`src/rtl/scrambler.sv`:
```
// 64b/66b TX self-synchronous scrambler, G(x) = 1 + x^39 + x^58; optional bypass via SCRAMBLER_BYPASS_EN.
// Latency: one clock from an enabled edge to data_out; one block per clock at full rate.
// Backpressure: none; enable qualifies each block, and idle cycles hold both state and output.
module scrambler #(
    parameter logic [57:0] SEED = 58'h3FF_FFFF_FFFF_FFFF
) (
    input  logic        clk,
    input  logic        rst,
    input  logic [63:0] data_in,
    input  logic [1:0]  sync_info,
    input  logic        enable,
`ifdef SCRAMBLER_BYPASS_EN
    input  logic        bypass,
`endif
    output logic [65:0] data_out
);

    logic [57:0] r_state;
    logic [65:0] r_data_out;
    logic [63:0] w_scrambled;
    logic [57:0] w_state_next;

    // Bit-serial LFSR unrolled across the payload; bit 0 is the first bit on the wire.
    always_comb begin
        w_state_next = r_state;
        w_scrambled  = '0;
        for (int i = 0; i < 64; i++) begin
            w_scrambled[i] = data_in[i] ^ w_state_next[38] ^ w_state_next[57];
            w_state_next   = {w_state_next[56:0], w_scrambled[i]};
        end
    end

    always_ff @(posedge clk) begin
        if (rst) begin
            r_state    <= SEED;
            r_data_out <= '0;
        end else if (enable) begin
`ifdef SCRAMBLER_BYPASS_EN
            if (bypass) begin
                r_data_out <= {sync_info, data_in};
            end else begin
                r_data_out <= {sync_info, w_scrambled};
                r_state    <= w_state_next;
            end
`else
            r_data_out <= {sync_info, w_scrambled};
            r_state    <= w_state_next;
`endif
        end
    end

    assign data_out = r_data_out;

endmodule

```
`config.mk`:
```
export PLATFORM = sky130hd
export DESIGN_NAME = scrambler
export DESIGN_NICKNAME = d
export VERILOG_FILES = /design/src/rtl/scrambler.sv
export SDC_FILE = /design/constraint.sdc
export NUM_CORES = 1
export LEC_CHECK = 0
export BUFFER_PORTS_ARGS = -buffer_cell sky130_fd_sc_hd__buf_2
export CAP_MARGIN = 15
export CORE_MARGIN = 2
export CORE_UTILIZATION = 30
export CTS_CLUSTER_SIZE = 16
export DETAILED_ROUTE_END_ITERATION = 6
export PLACE_DENSITY = 0.61
export SLEW_MARGIN = 20
export SYNTH_ARGS = -nofsm -noshare
export SYNTH_HDL_FRONTEND = slang
export SYNTH_SLANG_ARGS = --single-unit
```
`constraint.sdc`:
```
create_clock -name clk -period 4.45 [get_ports clk]
set_input_delay 0.2225 -clock clk [delete_from_list [all_inputs] [get_ports clk]]
set_output_delay 0.2225 -clock clk [all_outputs]
set_load 0.1 [all_outputs]
```
==> Yosys cells after proc, flatten, opt, wreduce, memory -nomap -nowiden <==
Cells that the tools add are included.
{ "word_totals": {"register_bits": 124, "elab_cells": 130, "out_inout_bits": 66} }
{ "op_classes": {"bitwise": 128} }
{ "op_table": {"columns": ["op", "count"], "rows": [
  ["bitwise XOR 1 bit", 128]
]} }

==> Depth between registers and ports, before layout <==
{ "depth": {"ltp_word": 4, "depth_mapped": 7, "depth_no_buf": 3} }

==> Least setup slack after synthesis <==
Ideal clock, no wire load.
{ "synth_timing": {"path_kind": "register to register", "from": "register r_state[55]", "to": "register r_data_out[41], in the netlist data_out[41]", "required_ps": 4355, "arrival_ps": 1350, "synth_period_minus_slack_ps": 1445, "slack_ps": 3005, "path_buffers": 0, "stages_incl_launch_ff": 4, "path_cell_list": "dfxtp_1 > xor3_1 > or4_1 > o311ai_1"} }
{ "synth_between": {"elab_chain_cells": 3} }
{ "synth_rtl": {"columns": ["element", "line", "source"], "rows": [
  ["start: declaration", "18", "logic [57:0] r_state;"],
  ["start signal: assignment", "47", "r_state <= w_state_next;"],
  ["bitwise XOR 1 bit (3 in series)", "28", "w_scrambled[i] = data_in[i] ^ w_state_next[38] ^ w_state_next[57];"],
  ["end signal: assignment", "46", "r_data_out <= {sync_info, w_scrambled};"],
  ["end: declaration", "19", "logic [65:0] r_data_out;"]
]} }
Every way passes these cells.
A chain may end at the register's enable or synchronous reset.

==> impl_metrics.xml <==
<?xml version="1.0" encoding="UTF-8"?>
<metrics>
  <group name="job">
    <metric name="cap_viol_max_count" unit="">0</metric>
  </group>
  <group name="yosys">
    <metric name="share_of_the_synthesized_area_in_the_top_cell_type" unit="%">40.0</metric>
    <metric name="yosysSeqAreaShare" unit="%">40.0</metric>
    <metric name="mappedNetlistNets" unit="">688</metric>
    <metric name="top_post_synthesis_cells_by_area" unit="">sky130_fd_sc_hd__dfxtp_1 40%, sky130_fd_sc_hd__xor3_1 15%, sky130_fd_sc_hd__a21oi_1 7.3%</metric>
    <metric name="yosys.cell_types.count" unit="">25</metric>
    <metric name="syn_inst" unit="">619</metric>
    <metric name="syn_area_per_cell" unit="µm²">10.0</metric>
    <metric name="synth_area_leader_cell" unit="">sky130_fd_sc_hd__dfxtp_1</metric>
    <metric name="synth_warnings" unit="">0</metric>
    <metric name="ys_ff_latch" unit="">124</metric>
    <metric name="synth_area" unit="µm²">6210</metric>
  </group>
  <group name="worst_hold_path">
    <metric name="hold_end" unit="">data_out[64]$_SDFFE_PP0P_</metric>
    <metric name="hold_path_class" unit="">input pin to register</metric>
    <metric name="worstHoldStart" unit="">sync_info[0]</metric>
    <metric name="min_path_cells" unit="">3</metric>
  </group>
  <group name="power">
    <metric name="combPwrFrac" unit="%">34.3</metric>
    <metric name="switching_share" unit="%">37.2</metric>
    <metric name="switchingPower" unit="mW">1.70</metric>
    <metric name="power_frac_seq" unit="%">30.8</metric>
    <metric name="worst_ir_drop_vdd" unit="mV">0.280</metric>
    <metric name="cellInternalPower" unit="mW">2.87</metric>
    <metric name="clock_power_share" unit="%">34.9</metric>
    <metric name="power.static_leakage" unit="nW">3.67</metric>
    <metric name="pwr_density_cell" unit="nW/µm²">589</metric>
  </group>
  <group name="setup_path">
    <metric name="timing.critical_path.from_type" unit="">input pin</metric>
    <metric name="setup.worst_path.class" unit="">input pin to register</metric>
    <metric name="crit_path_end_kind" unit="">register</metric>
    <metric name="reg2reg_slack" unit="ns">2.83</metric>
    <metric name="r2r-start" unit="">r_state[54]$_SDFFE_PP1P_</metric>
    <metric name="worst_r2r_path_depth" unit="">3</metric>
    <metric name="critPathMaxFanout" unit="">73</metric>
    <metric name="timing.rr.end" unit="">data_out[42]$_SDFFE_PP0P_</metric>
    <metric name="cp.arrival" unit="ns">2.49</metric>
    <metric name="critPathRequiredTime" unit="ns">4.79</metric>
  </group>
  <group name="clock_network">
    <metric name="hold_buffers" unit="">0</metric>
    <metric name="htree_levels" unit="">4</metric>
    <metric name="clk-insertion-delay-late" unit="ns">0.42</metric>
    <metric name="cts_made_buffers" unit="">17</metric>
    <metric name="clockRootBuffer" unit="">sky130_fd_sc_hd__clkbuf_16</metric>
    <metric name="cts.sinks" unit="">124</metric>
    <metric name="cts_post_setup_buffers_inserted" unit="">0</metric>
    <metric name="tritoncts_clock_tree" unit="">done</metric>
    <metric name="clock_transition_at_path_regs" unit="ns">0.06</metric>
    <metric name="cts-resized-gates" unit="">0</metric>
    <metric name="cts.path.max_buffers" unit="">2</metric>
  </group>
  <group name="global_route">
    <metric name="first_global_vias" unit="">4523</metric>
    <metric name="first_pass_grt_wire_length" unit="µm">26600</metric>
    <metric name="number_of_antenna_violations_at_the_first_check_in_global_routing" unit="">1</metric>
    <metric name="grt_util_met1" unit="%">21.1</metric>
    <metric name="global_route.overflow_total" unit="">0</metric>
    <metric name="gr_util_met3" unit="%">4.69</metric>
    <metric name="grt_start_max_net_pins" unit="">103</metric>
    <metric name="met2_usage" unit="%">26.6</metric>
    <metric name="gr-usage-all-layers" unit="%">16.4</metric>
    <metric name="grt_busiest_layer" unit="">met2</metric>
  </group>
  <group name="placed_design">
    <metric name="place_ws" unit="ns">1.90</metric>
    <metric name="detailedPlacementHpwl" unit="µm">13000</metric>
    <metric name="gp_congestion" unit="">0.771</metric>
    <metric name="place.port_buffers" unit="">134</metric>
  </group>
  <group name="routing">
    <metric name="num_vias" unit="">4854</metric>
    <metric name="detail_route.first_pass.iterations" unit="">4</metric>
    <metric name="drt-vias-per-instance" unit="">4.76</metric>
    <metric name="first_iter_violations" unit="">267</metric>
    <metric name="drt_drc_violations_left" unit="">0</metric>
    <metric name="wl_per_cell" unit="µm">17.6</metric>
    <metric name="wirelength" unit="µm">17900</metric>
    <metric name="route.antenna.remaining_nets" unit="">0</metric>
  </group>
  <group name="timing">
    <metric name="timing.final.max_slew_violations" unit="">0</metric>
    <metric name="timing.setup.tns" unit="ns">0</metric>
    <metric name="tightest_slew" unit="ns">1.06</metric>
    <metric name="hold_viol_final" unit="">0</metric>
    <metric name="max_freq" unit="MHz">465</metric>
    <metric name="period_needed" unit="ns">2.15</metric>
    <metric name="max-slew-margin-rel" unit="%">29.2</metric>
    <metric name="final_min_period_over_clock_period" unit="%">48.3</metric>
    <metric name="timing.clock.skew" unit="ns">0.00767</metric>
    <metric name="setup_viol_count_final" unit="">0</metric>
    <metric name="holdWs" unit="ns">0.0330</metric>
    <metric name="grt_setup_unrepaired" unit="">false</metric>
    <metric name="fin_ws" unit="ns">2.30</metric>
  </group>
  <group name="floorplanning">
    <metric name="core" unit="µm²">20300</metric>
    <metric name="floorplan.initialDensity" unit="%">30.6</metric>
    <metric name="floorplan.rows" unit="">52</metric>
    <metric name="die_x" unit="µm">148</metric>
    <metric name="fp.dieH" unit="µm">148</metric>
    <metric name="die_area" unit="µm²">21900</metric>
    <metric name="pin_count" unit="">135</metric>
  </group>
  <group name="cells_and_area">
    <metric name="nets_finish" unit="">804</metric>
    <metric name="layout-drive-gt1-share" unit="%">23.0</metric>
    <metric name="filler_cell_count" unit="">2077</metric>
    <metric name="seq_area" unit="µm²">2480</metric>
    <metric name="multiInputGateArea" unit="µm²">3460</metric>
    <metric name="layout_stage_area_growth_over_the_synthesis_result" unit="%">25.0</metric>
    <metric name="highest_count_cells_in_the_layout_ignoring_fill_and_taps" unit="">133 x sky130_fd_sc_hd__buf_2, 124 x sky130_fd_sc_hd__dfxtp_1, 105 x sky130_fd_sc_hd__nand2_1</metric>
    <metric name="mostFrequentLayoutCell" unit="">sky130_fd_sc_hd__buf_2</metric>
  </group>
  <group name="status">
    <metric name="status" unit="">finished clean</metric>
  </group>
</metrics>
[cell families (layout without fill, tap and decap cells)]
logic type / count (synthesis) / in the layout / synth area share, %
mux: 8 / 8 / 1.29
compound gates: 135 / 135 / 12.6
simple gates: 194 / 194 / 14.6
other cells: 0 / 1 / 0
buf+inv: 62 / 191 / 4.27
xor+xnor: 96 / 96 / 27.2
flops: 124 / 124 / 40.0
[synthesized netlist by cell type]
cell,n
sky130_fd_sc_hd__xnor2_1,32
sky130_fd_sc_hd__o221ai_1,6
sky130_fd_sc_hd__xor2_1,6
sky130_fd_sc_hd__mux2i_1,8
sky130_fd_sc_hd__nor3_1,6
sky130_fd_sc_hd__or2_0,6
sky130_fd_sc_hd__o21ai_1,13
sky130_fd_sc_hd__inv_1,20
sky130_fd_sc_hd__nand3b_1,19
sky130_fd_sc_hd__nor2b_1,1
sky130_fd_sc_hd__nor2_1,8
sky130_fd_sc_hd__buf_1,2
sky130_fd_sc_hd__o311ai_1,19
sky130_fd_sc_hd__nand3_1,37
sky130_fd_sc_hd__o211ai_1,6
sky130_fd_sc_hd__buf_2,20
sky130_fd_sc_hd__clkbuf_1,18
sky130_fd_sc_hd__nand2_1,105
sky130_fd_sc_hd__xor3_1,39
sky130_fd_sc_hd__buf_4,2
sky130_fd_sc_hd__xnor3_1,19
sky130_fd_sc_hd__or4_1,6
sky130_fd_sc_hd__dfxtp_1,124
sky130_fd_sc_hd__nand2b_1,6
sky130_fd_sc_hd__a21oi_1,91
[layout make-up]
class	instances	area share [%]
Inverter	20	0.984
Sequential cell	124	32.0
Clock buffer	20	5.89
Clock inverter	12	2.79
Timing Repair Buffer	139	9.32
Tap cell	270	4.35
Antenna cell	1	0.0323
Multi-Input combinational cell	433	44.6
[layer usage]
metal  up-vias  wire length [µm]
met4         0               305
met5         -                 0
met1      2314              8000
met2       117              8540
met3        21              1070
li1       2402                 -
[per-stage QoR]
step | utilization (%) | instance area (µm²) | std cells | power [mW]
after global placement | 34.9 | 7080 | 986 | 2.99
after detailed placement | 34.9 | 7080 | 986 | 3.00
after floorplan | - | 6210 | 619 | 2.68
after CTS | 38.2 | 7760 | 1018 | 4.61
final | 38.2 | 7760 | 1019 | 4.57
after global routing | 38.2 | 7760 | 1019 | 4.75
[sequential cells by signal (all words and copies together) (netlist names)]
register / cells
data_out: 66
r_state: 58
[how the worst max path moves through the flow]
stage / slack (ns) / to / start / depth (start not counted)
after floorplan: 3.00 / data_out[41]$_SDFFE_PP0P_ / r_state[55]$_SDFFE_PP1P_ / 3
after global placement: 1.99 / data_out[63]$_SDFFE_PP0P_ / enable / 6
after global routing: 2.17 / data_out[59]$_SDFFE_PP0P_ / enable / 6
after detailed placement: 1.90 / data_out[63]$_SDFFE_PP0P_ / enable / 6
final: 2.30 / data_out[61]$_SDFFE_PP0P_ / enable / 6
after CTS: 2.34 / data_out[63]$_SDFFE_PP0P_ / enable / 6
[power by group through the flow]
| stage | sequential, mW | combinational, mW | clock (mW) |
|---|---|---|---|
| finish | 1.41 | 1.56 | 1.59 |
| global route | 1.43 | 1.65 | 1.68 |
| CTS | 1.41 | 1.58 | 1.62 |
| detailed placement | 1.43 | 1.57 | 0 |
| global placement | 1.43 | 1.56 | 0 |
| floorplan | 2.01 | 0.668 | 0 |
[worst max-delay path: stages]
cell and delay [ns]:
sky130_fd_sc_hd__buf_2 0.10, sky130_fd_sc_hd__buf_4 0.66, sky130_fd_sc_hd__nor2b_2 0.73, sky130_fd_sc_hd__buf_4 0.45, sky130_fd_sc_hd__nand2b_1 0.10, sky130_fd_sc_hd__o221ai_1 0.16
Note: power is estimated with default switching activity, not from simulation.
